**src/rtl/fma_pkg.sv**
```systemverilog
// Shared FMA datapath constants and types: mantissa/half/product widths,
// the mantissa multiply sequencer state encoding and its request bundle.
package fma_pkg;
    localparam int MANT_W    = 53;
    localparam int HALF_W    = 27;
    localparam int PROD_W    = 106;
    localparam int PP_W      = 2 * HALF_W;
    localparam int REQ_TAG_W = 4;

    typedef enum logic [2:0] {
        S_IDLE,
        S_ISS0,
        S_ISS1,
        S_WAIT,
        S_CAP0,
        S_CAP1,
        S_DONE
    } mul_seq_state_t;

    typedef struct packed {
        logic [MANT_W-1:0]    a;
        logic [MANT_W-1:0]    b;
        logic [REQ_TAG_W-1:0] tag;
    } mul_seq_req_t;
endpackage

```
**src/rtl/mul_seq_if.sv**
```systemverilog
// Request/response handshake plus the two shared 27x27 multiplier ports.
// slave = the sequencer, master = the surrounding FMA pipeline.
interface mul_seq_if #(
    parameter int TAG_W = 4
) ();
    import fma_pkg::*;

    logic                kill;
    logic                req_valid;
    logic                req_ready;
    logic [MANT_W-1:0]   req_a;
    logic [MANT_W-1:0]   req_b;
    logic [TAG_W-1:0]    req_tag;
    logic                resp_valid;
    logic                resp_ready;
    logic [PROD_W-1:0]   resp_prod;
    logic [TAG_W-1:0]    resp_tag;
    logic                mul0_en;
    logic [HALF_W-1:0]   mul0_in_1;
    logic [HALF_W-1:0]   mul0_in_2;
    logic [PP_W-1:0]     mul0_out;
    logic                mul1_en;
    logic [HALF_W-1:0]   mul1_in_1;
    logic [HALF_W-1:0]   mul1_in_2;
    logic [PP_W-1:0]     mul1_out;

    modport slave (
        input  kill, req_valid, req_a, req_b, req_tag, resp_ready, mul0_out, mul1_out,
        output req_ready, resp_valid, resp_prod, resp_tag,
               mul0_en, mul0_in_1, mul0_in_2, mul1_en, mul1_in_1, mul1_in_2
    );

    modport master (
        output kill, req_valid, req_a, req_b, req_tag, resp_ready, mul0_out, mul1_out,
        input  req_ready, resp_valid, resp_prod, resp_tag,
               mul0_en, mul0_in_1, mul0_in_2, mul1_en, mul1_in_1, mul1_in_2
    );
endinterface

```
**src/rtl/mul_seq.sv**
```systemverilog
// 53x53 mantissa multiply built from four 27x27 partial products, issued two
// per cycle on the shared multipliers and accumulated into a 106-bit result.
module mul_seq
    import fma_pkg::*;
#(
    parameter int MUL_LAT = 3,
    parameter int TAG_W   = 4
) (
    input  logic     clk,
    input  logic     reset,
    mul_seq_if.slave bus
);
    localparam int            CNT_W    = 4;
    localparam logic [CNT_W-1:0] CNT_INIT = (MUL_LAT > 2) ? CNT_W'(MUL_LAT - 3) : '0;

    mul_seq_state_t      state_q, state_d;
    logic [CNT_W-1:0]    cnt_q, cnt_d;
    logic [PROD_W-1:0]   acc_q, acc_d;
    logic [MANT_W-1:0]   a_q, a_d, b_q, b_d;
    logic [TAG_W-1:0]    tag_q, tag_d;
    logic [HALF_W-1:0]   al, ah, bl, bh;
    logic                accept;
    logic                mul_en;

    assign al = a_q[HALF_W-1:0];
    assign ah = {1'b0, a_q[MANT_W-1:HALF_W]};
    assign bl = b_q[HALF_W-1:0];
    assign bh = {1'b0, b_q[MANT_W-1:HALF_W]};

    assign accept = (state_q == S_IDLE) && bus.req_valid && !bus.kill;

    always_ff @(posedge clk) begin
        if (!reset) state_q <= S_IDLE;
        else        state_q <= state_d;
    end

    always_comb begin
        state_d = state_q;
        case (state_q)
            S_IDLE:  if (bus.req_valid) state_d = S_ISS0;
            S_ISS0:  state_d = S_ISS1;
            S_ISS1:  state_d = (MUL_LAT == 2) ? S_CAP0 : S_WAIT;
            S_WAIT:  if (cnt_q == '0) state_d = S_CAP0;
            S_CAP0:  state_d = S_CAP1;
            S_CAP1:  state_d = S_DONE;
            S_DONE:  if (bus.resp_ready) state_d = S_IDLE;
            default: state_d = S_IDLE;
        endcase
        if (bus.kill) state_d = S_IDLE;
    end

    always_comb begin
        bus.req_ready  = (state_q == S_IDLE) && !bus.kill && reset;
        bus.resp_valid = (state_q == S_DONE);
        bus.resp_prod  = acc_q;
        bus.resp_tag   = tag_q;
        mul_en         = state_q inside {S_ISS0, S_ISS1, S_WAIT, S_CAP0, S_CAP1};
        bus.mul0_en    = mul_en;
        bus.mul1_en    = mul_en;
        bus.mul0_in_1  = '0;
        bus.mul0_in_2  = '0;
        bus.mul1_in_1  = '0;
        bus.mul1_in_2  = '0;
        case (state_q)
            S_ISS0: begin
                bus.mul0_in_1 = al; bus.mul0_in_2 = bl;
                bus.mul1_in_1 = ah; bus.mul1_in_2 = bl;
            end
            S_ISS1: begin
                bus.mul0_in_1 = al; bus.mul0_in_2 = bh;
                bus.mul1_in_1 = ah; bus.mul1_in_2 = bh;
            end
            default: ;
        endcase
    end

    // Products return MUL_LAT cycles after issue, so CAP0 sees the ISS0 pair
    // (low half of b) and CAP1 the ISS1 pair (high half of b).
    always_comb begin
        acc_d = acc_q;
        cnt_d = cnt_q;
        a_d   = a_q;
        b_d   = b_q;
        tag_d = tag_q;
        if (accept) begin
            a_d   = bus.req_a;
            b_d   = bus.req_b;
            tag_d = bus.req_tag;
        end
        case (state_q)
            S_ISS1: cnt_d = CNT_INIT;
            S_WAIT: cnt_d = cnt_q - CNT_W'(1);
            S_CAP0: acc_d = PROD_W'(bus.mul0_out) + (PROD_W'(bus.mul1_out) << HALF_W);
            S_CAP1: acc_d = acc_q + (PROD_W'(bus.mul0_out) << HALF_W)
                                  + (PROD_W'(bus.mul1_out) << (2 * HALF_W));
            default: ;
        endcase
        if (bus.kill) acc_d = '0;
    end

    always_ff @(posedge clk) begin
        if (!reset) begin
            cnt_q <= '0;
            acc_q <= '0;
            a_q   <= '0;
            b_q   <= '0;
            tag_q <= '0;
        end else begin
            cnt_q <= cnt_d;
            acc_q <= acc_d;
            a_q   <= a_d;
            b_q   <= b_d;
            tag_q <= tag_d;
        end
    end
endmodule

```
**src/flat_wrapper.sv**
```systemverilog
// flat-port wrapper written by rule: the top's interface ports become plain ports
module mul_seq_flat import fma_pkg::*;
#(
    parameter int MUL_LAT = 3,
    parameter int TAG_W   = 4
)
  (clk, reset, bus_kill, bus_req_valid, bus_req_a, bus_req_b, bus_req_tag, bus_resp_ready, bus_mul0_out, bus_mul1_out, bus_req_ready, bus_resp_valid, bus_resp_prod, bus_resp_tag, bus_mul0_en, bus_mul0_in_1, bus_mul0_in_2, bus_mul1_en, bus_mul1_in_1, bus_mul1_in_2);
  mul_seq_if #(.TAG_W(TAG_W)) bus_i ();
  input  logic clk;
  input  logic reset;
  input wire logic [$bits(bus_i.kill)-1:0] bus_kill;
  input wire logic [$bits(bus_i.req_valid)-1:0] bus_req_valid;
  input wire logic [$bits(bus_i.req_a)-1:0] bus_req_a;
  input wire logic [$bits(bus_i.req_b)-1:0] bus_req_b;
  input wire logic [$bits(bus_i.req_tag)-1:0] bus_req_tag;
  input wire logic [$bits(bus_i.resp_ready)-1:0] bus_resp_ready;
  input wire logic [$bits(bus_i.mul0_out)-1:0] bus_mul0_out;
  input wire logic [$bits(bus_i.mul1_out)-1:0] bus_mul1_out;
  output wire logic [$bits(bus_i.req_ready)-1:0] bus_req_ready;
  output wire logic [$bits(bus_i.resp_valid)-1:0] bus_resp_valid;
  output wire logic [$bits(bus_i.resp_prod)-1:0] bus_resp_prod;
  output wire logic [$bits(bus_i.resp_tag)-1:0] bus_resp_tag;
  output wire logic [$bits(bus_i.mul0_en)-1:0] bus_mul0_en;
  output wire logic [$bits(bus_i.mul0_in_1)-1:0] bus_mul0_in_1;
  output wire logic [$bits(bus_i.mul0_in_2)-1:0] bus_mul0_in_2;
  output wire logic [$bits(bus_i.mul1_en)-1:0] bus_mul1_en;
  output wire logic [$bits(bus_i.mul1_in_1)-1:0] bus_mul1_in_1;
  output wire logic [$bits(bus_i.mul1_in_2)-1:0] bus_mul1_in_2;
  assign bus_i.kill = bus_kill;
  assign bus_i.req_valid = bus_req_valid;
  assign bus_i.req_a = bus_req_a;
  assign bus_i.req_b = bus_req_b;
  assign bus_i.req_tag = bus_req_tag;
  assign bus_i.resp_ready = bus_resp_ready;
  assign bus_i.mul0_out = bus_mul0_out;
  assign bus_i.mul1_out = bus_mul1_out;
  assign bus_req_ready = bus_i.req_ready;
  assign bus_resp_valid = bus_i.resp_valid;
  assign bus_resp_prod = bus_i.resp_prod;
  assign bus_resp_tag = bus_i.resp_tag;
  assign bus_mul0_en = bus_i.mul0_en;
  assign bus_mul0_in_1 = bus_i.mul0_in_1;
  assign bus_mul0_in_2 = bus_i.mul0_in_2;
  assign bus_mul1_en = bus_i.mul1_en;
  assign bus_mul1_in_1 = bus_i.mul1_in_1;
  assign bus_mul1_in_2 = bus_i.mul1_in_2;
  mul_seq #(.MUL_LAT(MUL_LAT), .TAG_W(TAG_W)) u_core (.clk(clk), .reset(reset), .bus(bus_i));
endmodule
```
**config.mk**
```make
export PLATFORM = sky130hd
export DESIGN_NAME = mul_seq_flat
export DESIGN_NICKNAME = d
export VERILOG_FILES = /design/src/rtl/fma_pkg.sv /design/src/rtl/mul_seq_if.sv /design/src/rtl/mul_seq.sv /design/src/flat_wrapper.sv
export SDC_FILE = /design/constraint.sdc
export NUM_CORES = 1
export LEC_CHECK = 0
export ABC_AREA = 1
export ABC_CLOCK_PERIOD_IN_PS = 3010
export BUFFER_PORTS_ARGS = -buffer_cell sky130_fd_sc_hd__buf_2
export CAP_MARGIN = 20
export CORE_UTILIZATION = 58
export CTS_BUF_LIST = sky130_fd_sc_hd__clkbuf_4 sky130_fd_sc_hd__clkbuf_8
export DETAILED_ROUTE_END_ITERATION = 7
export PLACE_DENSITY = 0.84
export SYNTH_ARGS = -nofsm -noshare
export SYNTH_HDL_FRONTEND = slang
export SYNTH_SLANG_ARGS = --single-unit
```
**constraint.sdc**
```tcl
create_clock -name clk -period 3.01 [get_ports clk]
set_clock_uncertainty 0.15 [all_clocks]
set_input_delay 0.602 -clock clk [delete_from_list [all_inputs] [get_ports clk]]
set_output_delay 0.602 -clock clk [all_outputs]
set_load 0.02 [all_outputs]
```
==> impl_results.md <==
- Predominant post-synthesis flop cell: dfxtp_1
- Chip Height: 191.6 um
- Layout cell share with drive strength beyond 1: 0.2528
- Sequential share of the synthesized area: 0.2141
- Core Util, Final: 0.7775
- Max Cap Viol: 0
- RePlAce Congestion: 1.117
- Inserted Clock Buffers: 41
- Final global-route overflow total: 0
- Post-synth cell types: 48
- Setup TNS: 0 ns
- Final setup viols: 0
- CP required: 3.43 ns
- Post-layout min period: 3.003 ns
- Die ar.: 36710 um^2
- DR DRC count: 1
- Mapped Avg Cell Area: 5.781 um^2
- Met1 GRT Util: 0.6001
- Mapped Nets: 4016
- Max clock buf depth: 3
- CP Capture Type: flip-flop
- Fillers: 2926
- Synth-to-layout area growth: 32.30%
- Starting density of the core: 0.5877
- Crit path launch type: flip-flop
- Lkg Pwr: 0.01559 uW
- IO buf count: 443
- Largest net degree at the start of global routing: 113
- First-pass GRT wire length: 130.3 mm
- Power per cell area: 344.9 nW/um^2
- GR peak layer: met2
- Initial antenna violation count: 11
- CTS tree: yes
- Global-route met2 utilization: 0.7104
- Crit-path cells: fa_1, ha_4, nand2_1, inv_1, nand2_1, nand2_1, nand2_1, nand3_1, a21oi_1, nand3_2, nand2_1, nand2_1, nand2_1, nand3_1, a21oi_1
- CTS Hold Bufs: 0
- DR vias: 26610
- Hold path startpoint: bus_req_b[35]
- Clk_lat worst skew: 0.65 ns
- Hold Path End: u_core.b_q[35]
- Tot GR Track Use: 0.4687
- DP HPWL: 71.19 mm
- Mapped Cells: 3607
- EDFF count, synth: 0
- Violated checks: design-rule violations
- Worst Hold Depth: 3
- Die Wd: 191.6 um
- Asr flop ratio synth: 0
- Reg2Reg Launch Point: u_core.bus.resp_prod[66]
- Status: complete, but fails checks
- Ys Warns: 0
- Rows: 69
- Starting DRT DRC Count: 3026
- Critical Path Most Common Cell: nand2_1
- Vias per cell: 5.475
- Core area: 35480 um^2
- # nets final: 4771
- Slowest stage delay, CP: 0.68 ns
- DRT Wirelength: 90.32 mm
- Wire per inst: 18.58 um
- Pre-Repair DR Iteration Count: 8
- Final Slew Violations: 0
- Post-Syn Area: 20850 um^2
- #FFs+latches synth: 223
- Maximum VDD drop: 0.4334 mV
- Critical path peak fanout: 4
- Peak Freq: 333.1 MHz
- Io pins: 445
- Slowest CP cell: fa_1
- Worst Hold Class: in -> reg
- Setup CP Type: reg -> reg
- Worst EP arrival: 3.42 ns
- Final Hold Viols: 0
- CTS sink count: 223
- Worst reg-to-reg setup slack: 0.007 ns
- Post-route ant nets: 0
- M3 GR Usage: 0.1361
- Cell count of the worst reg-to-reg path: 15
- Root Buffer: clkbuf_8
- Relative slew slack: 0.3773
- RR Endpoint: u_core.bus.resp_prod[88]
- Vias in the first global route: 23430
- Tightest Pin Transition: 0.9341 ns
- Register clock-pin slew on the reported worst setup and hold paths: 0.07 ns
- Htree depth: 2
- Final Cycle Share: 0.9975
==> cell families (layout without fill, tap and decap cells) <==
kind of cell | count (synthesis) | in the layout | share of synthesized area
and+or+nand+nor | 1915 | 1915 | 0.3852
buffers and inverters | 767 | 1555 | 0.1449
AOI/OAI and AO/OA | 486 | 486 | 0.1214
DFF | 223 | 223 | 0.2141
adders and majority gates | 186 | 186 | 0.1220
xor gates and xnor gates | 29 | 29 | 0.01218
other | 1 | 5 | 0.0001798
==> per-layer routing <==
| metal | routed length, um | up-vias |
|---|---|---|
| li1 | - | 12680 |
| met1 | 34830 | 11770 |
| met2 | 37900 | 1770 |
| met3 | 11870 | 371 |
| met4 | 5595 | 18 |
| met5 | 114 | - |
==> layout by cell type (no fill, tap or decap), types with 44 or more instances in the layout <==
| cell | n |
|---|---|
| o21ai_0 | 211 |
| nand3_1 | 209 |
| a21oi_1 | 211 |
| nor2_1 | 433 |
| ha_1 | 133 |
| buf_2 | 437 |
| inv_1 | 628 |
| nand2_2 | 44 |
| buf_4 | 382 |
| clkbuf_8 | 48 |
| dfxtp_1 | 215 |
| nand2_1 | 1049 |
==> cells in the mapped netlist, types with 21 or more instances <==
library cell | n | area [um^2]
a21oi_1 | 227 | 1136
buf_2 | 27 | 135.1
buf_4 | 29 | 217.7
clkbuf_1 | 57 | 214.0
dfxtp_1 | 223 | 4464
fa_1 | 29 | 580.6
ha_1 | 157 | 1964
inv_1 | 631 | 2369
nand2_1 | 1068 | 4009
nand2_2 | 26 | 162.7
nand3_1 | 212 | 1061
nand4_1 | 28 | 175.2
nor2_1 | 452 | 1697
nor2_2 | 30 | 187.7
nor3_1 | 21 | 105.1
o21ai_0 | 214 | 1071
xor2_1 | 21 | 183.9
==> state kept, by name (all words and copies together), names as in the netlist <==
| name | flops |
|---|---|
| u_core.a_q | 53 |
| u_core.cnt_q | 4 |
| u_core.bus.resp_tag | 4 |
| u_core.bus.resp_prod | 106 |
| u_core.state_q | 3 |
| u_core.b_q | 53 |
==> cell type report <==
type,count,area [um^2],share of cell area
Antenna cell,4,10.01,0.0003628
Clock buffer,64,780.7,0.02830
Clock inverter,12,176.4,0.006395
Inverter,651,2451,0.08885
Multi-Input combinational cell,2617,13880,0.5031
Sequential cell,223,4482,0.1625
Tap cell,461,576.8,0.02091
Timing Repair Buffer,828,5231,0.1896
==> where the power goes <==
part           switching [uW]  leakage, uW  internal [uW]
sequential               39.1      0.00182           3060
clock                    1530     0.000506           2010
combinational            1750       0.0133           1130
total                    3320       0.0156           6200
==> worst max path at each step <==
stage | startpoint | end | slack (ns)
CTS | u_core.state_q[1] | bus_mul1_in_1[19] | 0.008
floorplan | bus_mul0_out[1] | u_core.bus.resp_prod[66] | 0.22
global placement | bus_mul0_out[1] | u_core.bus.resp_prod[90] | -0.34
global route | u_core.bus.resp_prod[66] | u_core.bus.resp_prod[80] | -0.04
detailed placement | bus_mul0_out[1] | u_core.bus.resp_prod[90] | -0.38
finish | u_core.bus.resp_prod[66] | u_core.bus.resp_prod[88] | 0.007
==> stage by stage <==
stage | hold slack (ns) | total power (uW) | std cells | worst slack, ns | instance area (um^2)
CTS | 0.01787 | 9264 | 4852 | 0.007586 | 27020
global placement | 0.2838 | 5730 | 4776 | -0.3375 | 26050
floorplan | 0.2723 | 4511 | 3607 | 0.2151 | 20850
global route | 0.04989 | 9820 | 4858 | -0.04016 | 27580
detailed placement | 0.2888 | 5761 | 4776 | -0.3794 | 26050
finish | 0.04507 | 9515 | 4860 | 0.007475 | 27590
==> timing repair <==
| item | 4_1_cts | 5_1_grt |
|---|---|---|
| buffers inserted | 0 | 3 |
| gates cloned | 0 | 1 |
| endpoints found under the hold margin | 0 | 0 |
| pin swaps | 0 | 12 |
| endpoints found under the setup margin | 105 | 130 |
| gates resized for setup | 7 | 115 |
==> worst max-delay path: cells and delay by family, from the launching register on <==
family / cells / cell delay [ns]
AO/OA/AOI/OAI: 2 / 0.37
flip-flops: 1 / 0.37
adder cells (fa/ha/maj): 2 / 0.94
AND/OR/NAND/NOR: 10 / 1.07
buffers and inverters: 1 / 0.05
Power figures use the tool's default switching activity.
